$ cat src/rtl/ej32_pkg.sv
// Purpose: shared types and constants for the eJ32 data-stack spill/fill controller.
// Latency: n/a (types and constants only).
// Backpressure: n/a.
package ej32_pkg;

   // Spill/fill controller states
   typedef enum logic [2:0] {
      IDLE  = 3'd0,
      SP_RD = 3'd1,
      SP_WR = 3'd2,
      FL_RD = 3'd3,
      FL_WR = 3'd4
   } ss_ctl_t;

   localparam int          SS_DEPTH = 32;       // EBR stack entries
   localparam int          SS_DSZ   = 32;       // data width
   localparam int          SS_ASZ   = 16;       // memory byte-address width
   localparam int          SS_HI    = 28;       // spill threshold (resident count)
   localparam int          SS_LO    = 4;        // fill threshold (resident count)
   localparam int          SS_CHUNK = 8;        // words per burst
   localparam int          SS_MAXW  = 1024;     // spill-area capacity in words
   localparam int unsigned SS_BASE  = 32'h8000; // spill-area byte base

endpackage

$ cat src/rtl/ej32_ss_spill.sv
// Purpose: spill/fill controller for the eJ32 data-stack EBR ring; moves the oldest
//          entries to a memory spill area when nearly full and brings them back when nearly empty.
// Latency: burst decision one cycle after cnt crosses a threshold; 2+ cycles per word (EBR + memory ack).
// Backpressure: stalls the AU (stall_o) for the whole burst; memory request held until mem_ack_i.
//
// Ports:
//   clk, rst            clock, synchronous active-high reset
//   push_i, pop_i, sp_i AU stack-op decode and ring top index (ignored while stall_o=1)
//   stall_o             holds the AU while a burst runs
//   ebr_*               controller side of the stack EBR second port (1-cycle read latency)
//   mem_*               single-word memory requests to the arbiter, held until mem_ack_i
//   cnt_o               resident entry count; ovf_o / udf_o sticky overflow / underflow
module ej32_ss_spill
   import ej32_pkg::*;
#(
   parameter int          DEPTH = SS_DEPTH,
   parameter int          DSZ   = SS_DSZ,
   parameter int          ASZ   = SS_ASZ,
   parameter int          HI    = SS_HI,
   parameter int          LO    = SS_LO,
   parameter int          CHUNK = SS_CHUNK,
   parameter int          MAXW  = SS_MAXW,
   parameter int unsigned BASE  = SS_BASE,
   localparam int         SPW   = $clog2(DEPTH)
) (
   input  logic           clk,
   input  logic           rst,
   input  logic           push_i,
   input  logic           pop_i,
   input  logic [SPW-1:0] sp_i,
   output logic           stall_o,
   output logic [SPW-1:0] ebr_addr_o,
   output logic           ebr_ren_o,
   output logic           ebr_wen_o,
   output logic [DSZ-1:0] ebr_wdata_o,
   input  logic [DSZ-1:0] ebr_rdata_i,
   output logic           mem_req_o,
   output logic           mem_we_o,
   output logic [ASZ-1:0] mem_addr_o,
   output logic [DSZ-1:0] mem_wdata_o,
   input  logic [DSZ-1:0] mem_rdata_i,
   input  logic           mem_ack_i,
   output logic [SPW:0]   cnt_o,
   output logic           ovf_o,
   output logic           udf_o
);

   localparam int SPILLW = $clog2(MAXW) + 1;
   localparam int BCW    = $clog2(CHUNK) + 1;

   localparam logic [SPW:0]      DEPTH_C = (SPW+1)'(DEPTH);
   localparam logic [SPW:0]      HI_C    = (SPW+1)'(HI);
   localparam logic [SPW:0]      LO_C    = (SPW+1)'(LO);
   localparam logic [SPW:0]      CNT_ONE = (SPW+1)'(1);
   localparam logic [SPILLW-1:0] MAXW_C  = SPILLW'(MAXW);
   localparam logic [SPILLW-1:0] SPL_ONE = SPILLW'(1);
   localparam logic [BCW-1:0]    CHUNK_C = BCW'(CHUNK);
   localparam logic [BCW-1:0]    BC_ONE  = BCW'(1);
   localparam logic [ASZ-1:0]    BASE_C  = ASZ'(BASE);

   ss_ctl_t           state_q, state_d;
   logic [SPW:0]      cnt_q, cnt_d;
   logic [SPILLW-1:0] spilled_q, spilled_d;
   logic [BCW-1:0]    bcnt_q, bcnt_d;
   logic [DSZ-1:0]    data_q, data_d;
   logic              rd_vld_q, rd_vld_d;
   logic              ovf_q, ovf_d;
   logic              udf_q, udf_d;

   logic [SPW-1:0]    bottom;
   logic [SPILLW-1:0] spilled_inc;
   logic [SPILLW-1:0] spilled_dec;
   logic [BCW-1:0]    bcnt_inc;
   logic [SPILLW-1:0] mem_idx;

   // Oldest resident entry in the ring; cnt=DEPTH wraps to sp+1 by truncation.
   assign bottom      = sp_i - cnt_q[SPW-1:0] + SPW'(1);
   assign spilled_inc = spilled_q + SPL_ONE;
   assign spilled_dec = spilled_q - SPL_ONE;
   assign bcnt_inc    = bcnt_q + BC_ONE;
   // Spill writes the next free word; fill reads back the most recently spilled word.
   assign mem_idx     = (state_q == FL_RD) ? spilled_dec : spilled_q;

   assign stall_o = (state_q != IDLE);
   assign cnt_o   = cnt_q;
   assign ovf_o   = ovf_q;
   assign udf_o   = udf_q;

   always_comb begin
      state_d     = state_q;
      cnt_d       = cnt_q;
      spilled_d   = spilled_q;
      bcnt_d      = bcnt_q;
      data_d      = data_q;
      rd_vld_d    = 1'b0;
      ovf_d       = ovf_q;
      udf_d       = udf_q;
      ebr_addr_o  = '0;
      ebr_ren_o   = 1'b0;
      ebr_wen_o   = 1'b0;
      ebr_wdata_o = '0;
      mem_req_o   = 1'b0;
      mem_we_o    = 1'b0;
      mem_addr_o  = '0;
      mem_wdata_o = '0;

      case (state_q)
         IDLE: begin
            if (push_i && !pop_i) begin
               if (cnt_q == DEPTH_C) begin
                  if (spilled_q == MAXW_C) ovf_d = 1'b1;
               end else begin
                  cnt_d = cnt_q + CNT_ONE;
               end
            end else if (pop_i && !push_i) begin
               if (cnt_q == '0) begin
                  if (spilled_q == '0) udf_d = 1'b1;
               end else begin
                  cnt_d = cnt_q - CNT_ONE;
               end
            end
            // Decision uses the registered count; an op accepted this cycle
            // is folded into cnt_d and seen by the burst from the next cycle.
            if (cnt_q >= HI_C && spilled_q < MAXW_C) begin
               state_d = SP_RD;
               bcnt_d  = '0;
            end else if (cnt_q <= LO_C && spilled_q != '0) begin
               state_d = FL_RD;
               bcnt_d  = '0;
            end
         end

         SP_RD: begin
            ebr_ren_o  = 1'b1;
            ebr_addr_o = bottom;
            rd_vld_d   = 1'b1;
            state_d    = SP_WR;
         end

         SP_WR: begin
            // EBR data arrives in the first SP_WR cycle only; forward it then
            // and hold the captured copy for the rest of the request.
            if (rd_vld_q) data_d = ebr_rdata_i;
            mem_req_o   = 1'b1;
            mem_we_o    = 1'b1;
            mem_addr_o  = BASE_C + ASZ'({mem_idx, 2'b00});
            mem_wdata_o = rd_vld_q ? ebr_rdata_i : data_q;
            if (mem_ack_i) begin
               spilled_d = spilled_inc;
               cnt_d     = cnt_q - CNT_ONE;
               bcnt_d    = bcnt_inc;
               state_d   = (bcnt_inc < CHUNK_C && spilled_inc < MAXW_C) ? SP_RD : IDLE;
            end
         end

         FL_RD: begin
            mem_req_o  = 1'b1;
            mem_addr_o = BASE_C + ASZ'({mem_idx, 2'b00});
            if (mem_ack_i) begin
               data_d  = mem_rdata_i;
               state_d = FL_WR;
            end
         end

         FL_WR: begin
            ebr_wen_o   = 1'b1;
            ebr_addr_o  = bottom - SPW'(1);
            ebr_wdata_o = data_q;
            spilled_d   = spilled_dec;
            cnt_d       = cnt_q + CNT_ONE;
            bcnt_d      = bcnt_inc;
            state_d     = (bcnt_inc < CHUNK_C && spilled_dec != '0) ? FL_RD : IDLE;
         end

         default: state_d = IDLE;
      endcase
   end

   always_ff @(posedge clk) begin
      if (rst) begin
         state_q   <= IDLE;
         cnt_q     <= '0;
         spilled_q <= '0;
         bcnt_q    <= '0;
         data_q    <= '0;
         rd_vld_q  <= 1'b0;
         ovf_q     <= 1'b0;
         udf_q     <= 1'b0;
      end else begin
         state_q   <= state_d;
         cnt_q     <= cnt_d;
         spilled_q <= spilled_d;
         bcnt_q    <= bcnt_d;
         data_q    <= data_d;
         rd_vld_q  <= rd_vld_d;
         ovf_q     <= ovf_d;
         udf_q     <= udf_d;
      end
   end

endmodule

$ cat config.mk
export PLATFORM = sky130hd
export DESIGN_NAME = ej32_ss_spill
export DESIGN_NICKNAME = d
export VERILOG_FILES = /design/src/rtl/ej32_pkg.sv /design/src/rtl/ej32_ss_spill.sv
export SDC_FILE = /design/constraint.sdc
export NUM_CORES = 1
export LEC_CHECK = 0
export CAP_MARGIN = 20
export CORE_ASPECT_RATIO = 1.5
export CORE_UTILIZATION = 38
export DETAILED_ROUTE_END_ITERATION = 10
export MAX_ROUTING_LAYER = met4
export PLACE_DENSITY = 0.73
export RECOVER_POWER = 100
export REMOVE_ABC_BUFFERS = 1
export SYNTH_ARGS = -nofsm -noshare
export SYNTH_HDL_FRONTEND = slang
export SYNTH_SLANG_ARGS = --single-unit
$ cat constraint.sdc
create_clock -name clk -period 2.55 [get_ports clk]
set_input_delay 0.51 -clock clk [delete_from_list [all_inputs] [get_ports clk]]
set_output_delay 0.51 -clock clk [all_outputs]
set_load 0.005 [all_outputs]
# After elaboration in Yosys (flattened, before gate mapping)
# Index checks and enable logic that the tools add are counted.
# W data, S select, Z words.
# word_totals
regBits	59
latchBits	0
ramBits	0
romBits	0
input_bits	74
out_inout_bits	98
wordCells	91
n_memories	0
# op_classes
add_sub_neg	9
n_mul	0
n_div	0
order_cmp	5
n_eq_ne	12
n_shift	0
n_mux	31
n_bitwise	1
reduce_logical	25
# ops
op	count
$mux W32	4
$pmux W32 S2	1
$mux W6	5
$lt A11 B11 Y1 const B	2
$mux W11	2
$pmux W11 S2	1
$reduce_bool A11 Y1	2
$pmux W6 S3	1
$add A16 B13 Y16 const A	1
$mux W16	1
$pmux W3 S5	1
$mux W3	4
$mux W4	3
$ne A3 B3 Y1 const B	4
$pmux W4 S3	1
$add A11 B1 Y11 const B	1
$eq A11 B11 Y1 const B	1
$logic_not A11 Y1	1
$sub A11 B1 Y11 const B	1
$pmux W5 S2	1
$reduce_and A5 Y1	2
$add A6 B1 Y6 const B	1
$eq A3 B2 Y1 const B	2
$eq A6 B6 Y1 const B	1
other kinds (24)	39

# Longest topological paths before layout
# depth
ltp_word	6
ltp_mapped	9
mapped_depth_nobuf	9

# Worst setup path before layout
# OpenSTA, ideal clock, no wires.
# synth_timing
path_kind	input-to-output
from	input port sp_i[1]
to	output port ebr_addr_o[4]
t_arrival_ns	2.171
required_ns	2.040
slack_ns	-0.131
cell_stages	9
path_buffers	0
path_cell_list	inv_1 > ha_1 > inv_1 > ha_1 > fa_1 > xnor2_1 > nand3b_1 > or2_2 > a21oi_1
# synth_via
elab_chain_len	4
# synth_rtl
element	line_no	source
start, declared	ej32_ss_spill.sv:30	input logic [SPW-1:0] sp_i,
$sub A5 B5 Y5 *	ej32_ss_spill.sv:77	assign bottom = sp_i - cnt_q[SPW-1:0] + SPW'(1);
$add A5 B1 Y5 *	ej32_ss_spill.sv:77	
$sub A5 B1 Y5	ej32_ss_spill.sv:167	ebr_addr_o = bottom - SPW'(1);
$pmux W5 S2 *	ej32_ss_spill.sv:107	case (state_q)
end, declared	ej32_ss_spill.sv:32	output logic [SPW-1:0] ebr_addr_o,
# Every way passes the cells marked *; elsewhere a longest branch is shown, timed or not.

# Worst setup path after layout
# layout_timing
from	register cnt_q[1] (netlist: cnt_o[1])
to	output port ebr_addr_o[4]
# layout_via
elab_chain_len	4
# layout_rtl
element	line_no	source
start, declared	ej32_ss_spill.sv:62	logic [SPW:0] cnt_q, cnt_d;
start signal, assigned	ej32_ss_spill.sv:191	cnt_q <= cnt_d;
$sub A5 B5 Y5 *	ej32_ss_spill.sv:77	
$add A5 B1 Y5 *	ej32_ss_spill.sv:77	
$sub A5 B1 Y5	ej32_ss_spill.sv:167	
$pmux W5 S2 *	ej32_ss_spill.sv:107	
# Marks and branches as above.

==> metrics <==
CTS root buffer clkbuf_16; RSZ-0062 raised after global routing yes; Comb power frac 60.3%; status finished with violations; drt total wl between 15 and 20 mm; Async SR Flop Fraction 0%; Worst-Skew Late Latency ~330 ps; crit path DAT about 2300 ps; crit path capture type output port; Mapped Cells around 620; most area-hungry cell type in the Yosys netlist dfxtp_1; Crit Path Max Fanout 3; Vias per Instance 5.393; CP startpoint kind flop; LEAKAGE 3.157 nW; Final Setup Violations 23; Final period util 111.3%; largest net degree at the start of global routing 66; nets roughly 900; sequential share of power slightly above 20%; worst vdd ir around 0.00037 V; # rows just under 50; ANT nets after route 0; via count of the first global-routing pass just over 5000; Slew Limit Fails 0; I/O pins around 170; PnR worst setup slack -289.3 ps; first-pass GRT wire length between 20 and 25 mm; switching power 0.002360 W; Fmax achieved roughly 350 MHz; final clock skew 9.375 ps; number of flops mapped to enable cells by yosys 0; Seq cells post-synth 59; TritonCTS buffer count 9; Synth warnings 0; max cap viols 0; final instance area slightly above 0.007 mm2; GRT Overall Usage a little under a quarter; Final Core Density approximately three fifths; Overflow after GRT 0; routed vias about 5200; CTS tree built; Residual DRC 0; Initial Utilization 39.10%; Final min period around 2800 ps; Final Hold Fails 0; Final Power between 0.005 and 0.006 W; dpl cell area approximately 0.0067 mm2; worst-margin pin slew about 800 ps; post-place setup slack -1204 ps; clock power share between 15 and 20%; hold_buf cts 0; Die Span Y around 140 um; Synth top area share 25.14%; DR iter-0 viols ~170; Area contributors post-synth dfxtp_1, nor2_1, mux2i_1; Clock Sinks 59; power per standard cell area around 820 mW/mm2; Most used DFF post-synth dfxtp_1; Yosys cell types 65; Power Internal 0.003530 W; antenna violations before repair 0; Fill cells 1108; Avg Inst Size Synth approximately 7.6 um2; H-tree Lvls 3; drt pass-1 iters 4; Sw Share between 40% and 50%; register area share after synthesis between 20% and 30%; Worst Hold Class reg2reg; required time worst endpoint 2040 ps; Antenna diodes 0; synthesized area 0.004698 mm2; share of layout cells above drive strength 1 around 17%; Final HPWL DP 10.25 mm; GPL Wtd Cong 0.8962; clock slew at reported path FFs 50 ps; CORE AREA 0.01202 mm2; width of the die ~93 um; CTS Buffer Depth 2; crit path kind reg2out; total die area between 0.01 and 0.015 mm2; Slew headroom between 40% and 50%; failing checks negative setup slack; area grow syn2layout 53.61%; Fin Hold WS 482.7 ps; routed len/inst 15.77 um; IO buf count between 150 and 200
[cells in the final DEF, fill, tap and decap left out, types with 9 or more instances in the layout]
cell type / synthesis / layout
buf_4: 7 / 48
a211oi_1: 36 / 34
dfxtp_1: 59 / 53
nand3b_1: 35 / 35
inv_1: 19 / 20
nand2_1: 20 / 19
nor2_1: 109 / 108
clkdlybuf4s50_1: 0 / 95
o21ai_0: 47 / 46
a21oi_1: 20 / 17
clkbuf_2: 0 / 12
ha_1: 17 / 10
dlymetal6s2s_1: 0 / 24
dlygate4sd2_1: 0 / 26
xnor2_1: 21 / 19
clkbuf_16: 0 / 9
mux2i_1: 35 / 35
and2_1: 33 / 27
nand4_1: 10 / 10
[final timing paths]
| check | start | endpoint | cells after the start | slack, ps |
|---|---|---|---|---|
| worst min register to register | udf_o | udf_o | 2 | 480 |
| worst max register to register | spilled_q[1] | state_q[1] | 8 | 120 |
| worst min-delay path | udf_o | udf_o | 2 | 480 |
| worst max-delay path | cnt_o[1] | ebr_addr_o[4] | 8 | -290 |
[cells in the mapped netlist, types with 4 or more instances]
cell type	count
nand2_1	20
mux2i_1	35
nor2_1	109
nor2b_1	4
buf_2	12
a21oi_1	20
dfxtp_1	59
ha_1	17
nand3b_1	35
o21a_1	4
inv_1	19
a211oi_1	36
nor3_1	10
clkbuf_1	39
o21ai_0	47
buf_4	7
nand3_1	8
xor2_1	7
or3_1	4
xnor2_1	21
and2_1	33
a31oi_1	5
nor4_1	5
nand4_1	10
[kinds of logic (layout without fill, tap and decap cells)]
group,after synthesis,in the layout,share of synthesized area (%)
AOI/OAI and AO/OA,136,136,19.41
other,1,4,0.07982
and+or+nand+nor,256,256,28.52
muxes,38,38,8.176
DFF,59,59,25.14
adders and majority gates,18,18,4.953
xor gates and xnor gates,28,28,5.220
buffers and inverters,85,273,8.495
[flip-flops by register name, summed over array words and instances, names as in the netlist]
register / flops
ovf_o: 1
data_q: 32
bcnt_q: 4
udf_o: 1
spilled_q: 11
rd_vld_q: 1
state_q: 3
cnt_o: 6
[layout make-up]
cell class | count | area [um2] | area share (%)
repair buffers | 233 | 2160 | 29.92
flip-flops and latches | 59 | 1191 | 16.50
clock buffers | 11 | 252.7 | 3.502
clock inverters | 5 | 27.53 | 0.3814
inverters | 21 | 78.83 | 1.092
multi-input cells | 480 | 3287 | 45.54
repair inverters | 3 | 28.78 | 0.3988
well taps | 153 | 191.4 | 2.653
[routing by layer]
layer,track usage (%),part of all wire [%]
met1,26.20,40
met2,42.49,53
met3,2.915,4.5
met4,8.745,2.2
met5,-,0
[power groups by stage]
stage	clock network [W]	registers [W]	logic, W
3_3_place_gp	0	0.00120	0.00309
6_report	0.00114	0.00120	0.00355
2_1_floorplan	0	0.00130	0.00165
5_1_grt	0.00121	0.00122	0.00388
4_1_cts	0.00116	0.00120	0.00356
3_5_place_dp	0	0.00120	0.00318
[what timing repair did]
action / in CTS / in global routing
pin swaps: 13 / 11
endpoints found under the setup margin: 76 / 44
resized for setup: 90 / 63
gates cloned: 1 / 3
buffers inserted: 12 / 3
[worst max-delay path: stages, from the launching register on]
cell and delay, ps:
dfxtp_2 330, ha_4 260, inv_2 40, ha_4 150, fa_2 470, nand3b_1 220, or2_4 260, a21oi_2 140
buf_2 120
[per-stage QoR]
stage / instances / TNS [ps]
6_report: 965 / -1144
5_1_grt: 965 / -7464
4_1_cts: 959 / -635.0
3_5_place_dp: 930 / -3835
3_3_place_gp: 930 / -3417
2_1_floorplan: 560 / -32870
(Power assumes the default switching activity.)
